--- src/rtl/fetch_stage_controller_pkg.sv ---
// Shared fetch-stage constants: FSM state encodings, the bubble instruction
// and the PC increment used by the fetch controller and its IF/ID register.
package fetch_stage_controller_pkg;

    typedef enum logic [1:0] {
        FETCH_RUN     = 2'd0,
        FETCH_STALL   = 2'd1,
        FETCH_FLUSHED = 2'd2
    } fetch_state_t;

    localparam logic [31:0] NOP_INSTR = 32'h0000_0000;
    localparam logic [31:0] PC_INCR   = 32'd4;

endpackage

--- src/rtl/fetch_stage_controller_if_id_register.sv ---
// IF/ID pipeline register: {instr, pc_plus4, valid}. A load with bubble set
// replaces the fetched instruction with a nop and marks the slot invalid.
module if_id_register
    import fetch_stage_controller_pkg::*;
(
    input  logic        clk,
    input  logic        rst,
    input  logic        load,
    input  logic        bubble,
    input  logic [31:0] instr_in,
    input  logic [31:0] pc_plus4_in,
    output logic [31:0] instr,
    output logic [31:0] pc_plus4,
    output logic        valid
);

    always_ff @(posedge clk or posedge rst) begin
        if (rst) begin
            instr    <= '0;
            pc_plus4 <= '0;
            valid    <= 1'b0;
        end else if (load) begin
            instr    <= bubble ? NOP_INSTR : instr_in;
            pc_plus4 <= pc_plus4_in;
            valid    <= ~bubble;
        end
    end

endmodule

--- src/rtl/fetch_stage_controller.sv ---
// Fetch-stage controller: PC register, IF/ID register, stall/flush FSM and
// stall-length monitor. Optional statistics counters under FETCH_STATS_EN.
module fetch_stage_controller
    import fetch_stage_controller_pkg::*;
#(
    parameter logic [31:0] RESET_PC  = 32'h0000_0000,
    parameter int unsigned MAX_STALL = 3
) (
    input  logic        clk,
    input  logic        rst,
    input  logic        pc_write,
    input  logic        IF_ID_write,
    input  logic        flush,
    input  logic [31:0] redirect_pc,
    input  logic [31:0] imem_rdata,
    output logic [31:0] imem_addr,
    output logic [31:0] IF_ID_instr,
    output logic [31:0] IF_ID_pc_plus4,
    output logic        IF_ID_valid,
    output logic [1:0]  fetch_state,
    output logic        stall_overrun
`ifdef FETCH_STATS_EN
    ,
    output logic [15:0] stall_cycles,
    output logic [15:0] flush_count
`endif
);

    localparam logic [3:0] STALL_LIMIT = 4'(MAX_STALL);

    logic         adv;
    logic         take_flush;
    logic [31:0]  pc_q;
    logic [31:0]  pc_d;
    logic [31:0]  pc_plus4;
    fetch_state_t state_q;
    fetch_state_t state_d;
    logic [2:0]   stall_cnt_q;
    logic [2:0]   stall_cnt_d;
    logic [3:0]   stall_cnt_inc;
    logic         overrun_d;

    assign adv        = pc_write & IF_ID_write;
    // A flush seen while stalled is not final yet; the hazard unit repeats it.
    assign take_flush = adv & flush;
    assign pc_plus4   = pc_q + PC_INCR;

    always_comb begin
        pc_d = pc_q;
        if (pc_write) begin
            pc_d = take_flush ? redirect_pc : pc_plus4;
        end
    end

    always_ff @(posedge clk or posedge rst) begin
        if (rst) begin
            pc_q <= RESET_PC;
        end else begin
            pc_q <= pc_d;
        end
    end

    always_comb begin
        state_d = FETCH_RUN;
        if (!adv) begin
            state_d = FETCH_STALL;
        end else if (flush) begin
            state_d = FETCH_FLUSHED;
        end
    end

    always_ff @(posedge clk or posedge rst) begin
        if (rst) begin
            state_q <= FETCH_RUN;
        end else begin
            state_q <= state_d;
        end
    end

    assign stall_cnt_inc = {1'b0, stall_cnt_q} + 4'd1;

    // Overrun is judged on the unsaturated increment so it still fires at the cap.
    always_comb begin
        stall_cnt_d = stall_cnt_q;
        overrun_d   = stall_overrun;
        if (adv) begin
            stall_cnt_d = '0;
        end else begin
            if (stall_cnt_inc > STALL_LIMIT) begin
                overrun_d = 1'b1;
            end
            if (stall_cnt_q != '1) begin
                stall_cnt_d = stall_cnt_inc[2:0];
            end
        end
    end

    always_ff @(posedge clk or posedge rst) begin
        if (rst) begin
            stall_cnt_q   <= '0;
            stall_overrun <= 1'b0;
        end else begin
            stall_cnt_q   <= stall_cnt_d;
            stall_overrun <= overrun_d;
        end
    end

`ifdef FETCH_STATS_EN
    always_ff @(posedge clk or posedge rst) begin
        if (rst) begin
            stall_cycles <= '0;
            flush_count  <= '0;
        end else begin
            if (!adv && stall_cycles != '1) begin
                stall_cycles <= stall_cycles + 16'd1;
            end
            if (take_flush && flush_count != '1) begin
                flush_count <= flush_count + 16'd1;
            end
        end
    end
`endif

    if_id_register u_if_id (
        .clk         (clk),
        .rst         (rst),
        .load        (IF_ID_write),
        .bubble      (take_flush),
        .instr_in    (imem_rdata),
        .pc_plus4_in (pc_plus4),
        .instr       (IF_ID_instr),
        .pc_plus4    (IF_ID_pc_plus4),
        .valid       (IF_ID_valid)
    );

    assign imem_addr   = pc_q;
    assign fetch_state = state_q;

endmodule

--- config.mk ---
export PLATFORM = sky130hd
export DESIGN_NAME = fetch_stage_controller
export DESIGN_NICKNAME = d
export VERILOG_FILES = /design/src/rtl/fetch_stage_controller_pkg.sv /design/src/rtl/fetch_stage_controller_if_id_register.sv /design/src/rtl/fetch_stage_controller.sv
export SDC_FILE = /design/constraint.sdc
export NUM_CORES = 1
export LEC_CHECK = 0
export ABC_AREA = 1
export BUFFER_PORTS_ARGS = -buffer_cell sky130_fd_sc_hd__buf_2
export CORE_ASPECT_RATIO = 1.4
export CORE_MARGIN = 4
export CORE_UTILIZATION = 40
export DETAILED_ROUTE_END_ITERATION = 8
export GPL_TIMING_DRIVEN = 0
export PLACE_DENSITY = 0.68
export SLEW_MARGIN = 20
export SYNTH_ARGS = -nofsm -noshare
export SYNTH_HDL_FRONTEND = slang
export SYNTH_SLANG_ARGS = --single-unit
--- constraint.sdc ---
create_clock -name clk -period 2.9 [get_ports clk]
set_input_delay 0.145 -clock clk [delete_from_list [all_inputs] [get_ports clk]]
set_output_delay 0.145 -clock clk [all_outputs]
set_load 0.05 [all_outputs]
==> results.json <==
{
  "cts_buffers": 9,
  "grt_remaining_overflow": 0,
  "antenna_found_initial": 0,
  "critPathSlowestCell": "dfrtp_1",
  "worst_pin_slew_ns": 0.656,
  "cp_top_family": "simple AND/OR/NAND/NOR gates",
  "critPathRequiredTime_ns": 3.14,
  "die_h_um": 142,
  "cp_slowest_stage_delay_ns": 0.48,
  "ir_drop_mv": 0.303,
  "clk-insertion-delay-late_ns": 0.34,
  "yosysTopAreaCellShare": 0.502,
  "syn_nets": 761,
  "tritoncts": "yes",
  "cap_violations": 0,
  "design_area_um2": 6530,
  "grt_max_degree": 55,
  "final_common_cell": "nand2_1",
  "slew_violations": 0,
  "fin_skew_ns": 0.00744,
  "rsz0062_at_grt": "no",
  "syn_area_um2": 5130,
  "io_buffers": 168,
  "post_cts_resized": 0,
  "path_max_fanout": 8,
  "worst_slack_ns": 1.14,
  "fin_crit_sh": 0.607,
  "final-hold-violation-count": 0,
  "route.antenna.remaining_nets": 0,
  "cts_buffer_depth": 2,
  "hp-class": "in2reg",
  "status": "finished clean",
  "place_area_um2": 6200,
  "grt_pass1_wl_mm": 26.1,
  "arrival_ns": 2.00,
  "wire_per_inst_um": 15.9,
  "synth_warnings": 0,
  "num_vias": 5135,
  "coreArea_um2": 12400,
  "synth_seq_cells": 103,
  "wl_mm": 16.3,
  "ys_types": 27,
  "rows": 48,
  "fin_hold_ws_ns": 0.0125,
  "drive_gt1_frac": 0.249,
  "setup_viol": 0,
  "fmax_mhz": 568,
  "io_pins": 169,
  "p_per_area_nw_per_um2": 751,
  "dp_hpwl_mm": 12.1,
  "drc": 0,
  "cts_root_buffer": "clkbuf_16",
  "p_leak_nw": 3.54,
  "post-place-ws_ns": 1.16,
  "path_class": "reg2reg",
  "areaGrowthSynthToFinish_pct": 27.2,
  "first_pass_iters": 5,
  "synthTopCellsByArea": "dfrtp_1 50%, nand2_1 19%, nand3_1 6.8%",
  "routabilityCongestion": 0.901,
  "critPathLaunchType": "flip-flop",
  "cp-end-kind": "flip-flop",
  "fin_crit_ns": 1.76,
  "die_area_um2": 14700,
  "cp_cell_sequence": "ha_1 > nand2_2 > nor2_4 > nand2_4 > nor2_4 > nand2_1 > nand2_1 > nand2_1 > nand2_1 > nand2_1",
  "crit_top_cell": "nand2_1",
  "nNetsFinal": 943,
  "htree_levels": 3,
  "die_x_um": 104,
  "vias_per_cell": 5.00,
  "initial_utilization": 0.413,
  "grt_usage": 0.223,
  "path_clk_slew_ns": 0.07,
  "seq_area_frac_synth": 0.502,
  "diodes": 0,
  "synth_area_leader_cell": "dfrtp_1",
  "drt_iter0_drc": 268,
  "max_slew_margin": 0.563,
  "path_buf_inv": 0,
  "final_cell_mix": "265 x nand2_1, 181 x buf_2, 103 x dfrtp_1",
  "syn-mean-instance-area_um2": 7.45,
  "synth_cells": 689,
  "grt_pass1_vias": 4971,
  "cts_sinks": 103
}
area by class of cell:
class / count / area [µm²]
multi-input combinational: 507 / 2230
timing repair buffer: 171 / 888
tap: 150 / 188
inverter: 47 / 181
buffer: 32 / 148
clock inverter: 5 / 81.3
clock buffer: 11 / 233
fill: 1299 / 5900
sequential: 103 / 2580
sequential cells by signal, summed over array words and instances (netlist names):
register and count:
fetch_state 2, u_if_id.valid 1, imem_addr 32, u_if_id.instr 32
stall_overrun 1, stall_cnt_q 3, u_if_id.pc_plus4 32
worst min-delay path, stage by stage:
cell,delay [ns]
buf_2,0.07
nand2_1,0.04
nand2_1,0.06
synth_stat cells:
master / number
o22ai_1: 2
nor2_1: 90
o21ai_0: 22
ha_1: 3
a21oi_1: 4
inv_1: 44
nand2_4: 3
dfrtp_1: 103
buf_4: 3
a22oi_1: 1
o21ai_1: 11
a31oi_1: 11
nand2_1: 265
nand4_1: 2
clkbuf_1: 11
o211ai_1: 3
xnor2_1: 2
nor2_4: 6
buf_1: 5
nand3b_1: 1
nor2_2: 5
nand2_2: 1
xor2_1: 4
buf_2: 13
nor3_1: 1
inv_2: 3
nand3_1: 70
worst paths after layout:
path,startpoint,end,slack (ns),cells after the start
worst max-delay path,imem_addr[2],u_if_id.pc_plus4[30],1.14,10
worst min-delay path,redirect_pc[0],imem_addr[0],0.01,3
worst max register to register,imem_addr[2],u_if_id.pc_plus4[30],1.14,10
worst min register to register,u_if_id.valid,u_if_id.valid,0.47,2
max in group asynchronous,rst,u_if_id.instr[30],1.90,4
min in group asynchronous,rst,u_if_id.instr[17],0.39,3
per-stage QoR:
step,TNS [ns],total power [mW],cells,utilization
3_5_place_dp,0,3.64,1008,0.498
5_1_grt,0,5.15,1026,0.525
4_1_cts,0,4.94,1026,0.525
3_3_place_gp,-135.14,3.61,1007,0.496
6_report,0,4.91,1026,0.525
2_1_floorplan,0,3.15,689,-
layer usage:
layer / track usage / share of wire
met1: 0.281 / 0.42
met3: 0.0440 / 0.075
met4: 0.0868 / 0.026
met2: 0.381 / 0.48
met5: 0 / 0
timing repair:
item,in CTS,in global routing
buffers inserted,0,0
hold endpoints to repair,50,0
hold buffers,2,0
power by group:
part	switching (mW)	leakage (nW)	internal, mW	total (mW)
logic	1.31	2.13	0.408	1.72
clock network	0.542	0.150	0.760	1.30
registers	0.213	1.26	1.67	1.88
total	2.07	3.54	2.84	4.91
cells by family after synthesis:
group / Yosys count / share of synthesized area
simple gates: 444 / 0.360
xor+xnor: 6 / 0.0102
fa+ha+maj: 3 / 0.00731
compound gates: 54 / 0.0577
buf+inv: 79 / 0.0631
flops: 103 / 0.502
(Power assumes the default switching activity.)
